<file path="config.mk">
export PLATFORM = sky130hd
export DESIGN_NAME = fifo_uart_tx
export DESIGN_NICKNAME = d
export VERILOG_FILES = /design/src/rtl/fifo_uart_tx.sv
export SDC_FILE = /design/constraint.sdc
export NUM_CORES = 1
export LEC_CHECK = 0
export ABC_AREA = 1
export CAP_MARGIN = 25
export CORE_MARGIN = 1
export CORE_UTILIZATION = 60
export CTS_BUF_LIST = sky130_fd_sc_hd__clkbuf_4 sky130_fd_sc_hd__clkbuf_8
export CTS_CLUSTER_SIZE = 14
export DETAILED_ROUTE_END_ITERATION = 7
export DONT_BUFFER_PORTS = 1
export PLACE_DENSITY = 0.74
export SLEW_MARGIN = 20
export SYNTH_ARGS = -nofsm -noshare
export SYNTH_HDL_FRONTEND = slang
export SYNTH_SLANG_ARGS = --single-unit
</file>
<file path="constraint.sdc">
create_clock -name i_clk -period 3.9 [get_ports i_clk]
set_clock_uncertainty 0.05 [all_clocks]
set_input_delay 0.78 -clock i_clk [delete_from_list [all_inputs] [get_ports i_clk]]
set_output_delay 0.78 -clock i_clk [all_outputs]
set_load 0.02 [all_outputs]
</file>
<file path="src/rtl/fifo_uart_tx.sv">
// fifo_uart_tx: serialises words from a FIFO head (START, LSB-first DATA, optional even PARITY, STOP).
// Latency: START begins the cycle after the dequeue edge; one frame is (2+p_WORD_LEN+P)*p_CLKS_PER_BIT cycles.
// Backpressure: words are taken only when idle or in the last STOP cycle; i_deq_rdy is ignored mid-frame.
// Build option: define FIFO_UART_TX_PARITY_EN to insert an even-parity bit between DATA and STOP.
module fifo_uart_tx #(
  parameter int p_WORD_LEN     = 8,
  parameter int p_CLKS_PER_BIT = 16
) (
  input  logic                  i_clk,
  input  logic                  i_reset,
  input  logic [p_WORD_LEN-1:0] i_deq_data,
  input  logic                  i_deq_rdy,
  output logic                  o_deq_en,
  output logic                  o_tx,
  output logic                  o_busy,
  output logic                  o_done
);

  localparam int CNT_W = (p_CLKS_PER_BIT > 1) ? $clog2(p_CLKS_PER_BIT) : 1;
  localparam int IDX_W = (p_WORD_LEN > 1) ? $clog2(p_WORD_LEN) : 1;
  localparam logic [CNT_W-1:0] CNT_LAST = CNT_W'(p_CLKS_PER_BIT - 1);
  localparam logic [IDX_W-1:0] IDX_LAST = IDX_W'(p_WORD_LEN - 1);

  typedef enum logic [2:0] {
    IDLE,
    START,
    DATA,
`ifdef FIFO_UART_TX_PARITY_EN
    PARITY,
`endif
    STOP
  } state_t;

  state_t                  state_q, state_d;
  logic [CNT_W-1:0]        cnt_q, cnt_d;
  logic [IDX_W-1:0]        idx_q, idx_d;
  logic [p_WORD_LEN-1:0]   shreg_q, shreg_d;
  logic                    bit_end;
  logic                    tx_d;
`ifdef FIFO_UART_TX_PARITY_EN
  logic                    par_q;
`endif

  always_comb begin
    state_d  = state_q;
    cnt_d    = cnt_q;
    idx_d    = idx_q;
    shreg_d  = shreg_q;
    tx_d     = 1'b1;
    bit_end  = (cnt_q == CNT_LAST);
    o_busy   = (state_q != IDLE);
    o_done   = (state_q == STOP) && bit_end;
    o_deq_en = ((state_q == IDLE) || o_done) && i_deq_rdy && !i_reset;

    if (state_q != IDLE) begin
      cnt_d = bit_end ? '0 : cnt_q + CNT_W'(1);
    end

    case (state_q)
      START: if (bit_end) state_d = DATA;
      DATA: begin
        if (bit_end) begin
          if (idx_q == IDX_LAST) begin
            idx_d = '0;
`ifdef FIFO_UART_TX_PARITY_EN
            state_d = PARITY;
`else
            state_d = STOP;
`endif
          end else begin
            idx_d   = idx_q + IDX_W'(1);
            shreg_d = shreg_q >> 1;
          end
        end
      end
`ifdef FIFO_UART_TX_PARITY_EN
      PARITY: if (bit_end) state_d = STOP;
`endif
      STOP: if (bit_end) state_d = IDLE;
      default: state_d = IDLE;
    endcase

    // A dequeue overrides the STOP->IDLE exit so frames run back to back.
    if (o_deq_en) begin
      state_d = START;
      shreg_d = i_deq_data;
      cnt_d   = '0;
      idx_d   = '0;
    end

    case (state_d)
      START: tx_d = 1'b0;
      DATA:  tx_d = shreg_d[0];
`ifdef FIFO_UART_TX_PARITY_EN
      PARITY: tx_d = par_q;
`endif
      default: tx_d = 1'b1;
    endcase
  end

  always_ff @(posedge i_clk) begin
    if (i_reset) begin
      state_q <= IDLE;
      cnt_q   <= '0;
      idx_q   <= '0;
      shreg_q <= '0;
      o_tx    <= 1'b1;
`ifdef FIFO_UART_TX_PARITY_EN
      par_q   <= 1'b0;
`endif
    end else begin
      state_q <= state_d;
      cnt_q   <= cnt_d;
      idx_q   <= idx_d;
      shreg_q <= shreg_d;
      o_tx    <= tx_d;
`ifdef FIFO_UART_TX_PARITY_EN
      if (o_deq_en) par_q <= ^i_deq_data;
`endif
    end
  end

endmodule
</file>
==> results_dict.tcl <==
set metrics [dict create \
    rows 14 \
    drtIter0Drc 28 \
    r2r_setup_slack_ns 2.16 \
    grt_use_total 0.229 \
    via_per_inst 5.22 \
    ctsResizeCount 0 \
    setup_violations 0 \
    p_sw_w 0.0000840 \
    insertion_delay_ns 0.29 \
    path_max_fanout 15 \
    ios 15 \
    max-clock-path-buffers 2 \
    synthToLayoutAreaGrowth_pct 2.45 \
    outcome "finished with violations" \
    root_buffer "clkbuf_4" \
    synth_area_um2 1070 \
    syn_area_per_cell_um2 7.05 \
    reg2reg_to "shreg_q[5]" \
    seq_area_um2 380 \
    synth_cells 152 \
    hold_depth 2 \
    nFillCells 123 \
    cp_common_cell "nand3_4" \
    core-area_um2 1590 \
    p_sw_frac 0.245 \
    die_x_um 44.3 \
    cts-buffers-inserted 3 \
    ys_seq_area_frac 0.355 \
    die_y_um 44.3 \
    setup.worst_path.start_class "register" \
    required_ns 3.07 \
    grt_max_degree 16 \
    drive_gt1_frac 0.152 \
    pwr-share-comb 0.097 \
    powerDensity_nw_per_um2 313 \
    p_seq_frac 0.601 \
    cp.arrival_ns 1.74 \
    slew_violations 0 \
    dp_slack_ns 1.63 \
    cp_slowest_stage_delay_ns 0.36 \
    failed_checks "DRC" \
    route.detailed.drc 1 \
    internal-power_w 0.000259 \
    vdd_drop_max_mv 0.193 \
    ys_warn_count 0 \
    wl_mm 1.91 \
    fin_crit_sh 0.660 \
    crit_path_cell_trace "ha_1, nand3_4, o21ai_4, nand3_4, inv_2" \
    placed_area_um2 1070 \
    min_to "idx_q[1]" \
    final_area_um2 1100 \
    initial_core_util 0.672 \
    fmax_mhz 389 \
    dp_hpwl_mm 1.44 \
    numClockSinks 19 \
    drv_cap 0 \
    clkPwrFrac 0.302 \
    cpMaxStageDelayCell "dfxtp_1" \
    postRouteAntennaNets 0 \
    drt_first_pass_iters 6 \
    final_common_cell "nand2_1" \
    cts_setup_buffers 0 \
    crit_path_end_kind "primary output" \
    wl_per_cell_um 10.9 \
    num_vias 913 \
    tns_ns 0 \
    dieArea_um2 1960 \
    gp_congestion 0.781 \
    cts_hold_buf 0 \
    mostFrequentLayoutCells "nand2_1, inv_1, dfxtp_1" \
    synth.distinct_cells 23 \
    r2r_start "cnt_q[0]" \
    clk_pin_slew_worst_paths_ns 0.10 \
    grt_pass1_wl_mm 3.37 \
    worstHoldStart "idx_q[1]" \
    hold_path_class "reg -> reg" \
    ys_ff_latch 19 \
    crit_type "reg -> out" \
    antenna_found_initial 0 \
    syn_nets 166 \
    n_antenna_cell 0 \
    htreeDepth 1 \
    power.leakage_nw 0.477 \
    rsz0062_at_grt "false" \
    grt-ovfl-total 0 \
    hold_viol_final 0 \
    nets 166 \
    fin_ws_ns 1.33 \
    multiInputGateArea_um2 563 \
    finalCriticalPeriod_ns 2.57 \
    io_buffers 0 \
    cts_tree "yes" \
    grt_pass1_vias 825 \
    reg2reg_depth 9 \
]
==> worst max-delay path, delay by kind of cell, from the launching register on <==
| family | cells | cell delay (ns) |
|---|---|---|
| AOI/OAI and AO/OA | 1 | 0.30 |
| adders and majority gates | 1 | 0.23 |
| buffers and inverters | 1 | 0.18 |
| DFF | 1 | 0.36 |
| and+or+nand+nor | 2 | 0.38 |
==> metrics by stage <==
stage                     utilization  hold slack (ns)  total power, W  std cells
after floorplan                     -            0.387        0.000243        152
after global placement          0.670            0.398        0.000243        171
after detailed placement        0.670            0.416        0.000244        171
after CTS                       0.688            0.432        0.000348        175
after global routing            0.688            0.456        0.000363        175
final                           0.688            0.425        0.000343        175
==> metal layers <==
| layer | up-vias | wire, µm | GRT usage | share of wire |
|---|---|---|---|---|
| met1 | 398 | 939 | 0.311 | 0.49 |
| li1 | 495 | - | - | - |
| met4 | 0 | 10 | 0.0727 | 0.0052 |
| met2 | 18 | 865 | 0.359 | 0.45 |
| met3 | 2 | 89 | 0.0571 | 0.047 |
| met5 | - | 0 | 0 | 0 |
==> synthesized netlist by cell type, drive strengths merged <==
library cell	count	area (µm²)
conb	1	3.75
nor3	2	10.0
nor2	11	43.8
o21ai	5	36.3
nand3	16	115
a21oi	12	71.3
dfxtp	19	380
nand2	41	169
ha	3	37.5
inv	25	93.8
a211oi	1	7.51
nand4	11	68.8
buf	5	33.8
==> how the worst max path moves through the flow <==
stage	from	endpoint	cells after the start
2_1_floorplan	i_reset	o_deq_en	5
6_report	cnt_q[0]	o_deq_en	5
3_5_place_dp	i_reset	o_deq_en	3
5_1_grt	cnt_q[1]	o_deq_en	5
4_1_cts	cnt_q[0]	o_deq_en	5
3_3_place_gp	i_reset	o_deq_en	3
==> area by class of cell <==
cell class,instances,area share
tap,24,0.0274
multi-input combinational,103,0.513
clock buffer,4,0.0274
inverter,25,0.0855
sequential,19,0.347
==> sequential cells by signal, summed over array words and instances, names as in the netlist <==
register and cells:
state_q 3, shreg_q 8, cnt_q 4, o_tx 1
idx_q 3
==> power groups by stage <==
| stage | registers, W | logic (W) | clock network (W) |
|---|---|---|---|
| floorplan | 0.000209 | 0.0000341 | 0 |
| global placement | 0.000210 | 0.0000325 | 0 |
| detailed placement | 0.000211 | 0.0000333 | 0 |
| CTS | 0.000206 | 0.0000336 | 0.000109 |
| global route | 0.000207 | 0.0000384 | 0.000118 |
| finish | 0.000206 | 0.0000334 | 0.000104 |
==> cells by family after synthesis <==
family	after synthesis	share of synthesized area
AO/OA/AOI/OAI	18	0.107
other	1	0.00350
buffers and inverters	30	0.119
AND/OR/NAND/NOR	81	0.380
flip-flops	19	0.355
adder cells (fa/ha/maj)	3	0.0351
Power figures use the tool's default switching activity.
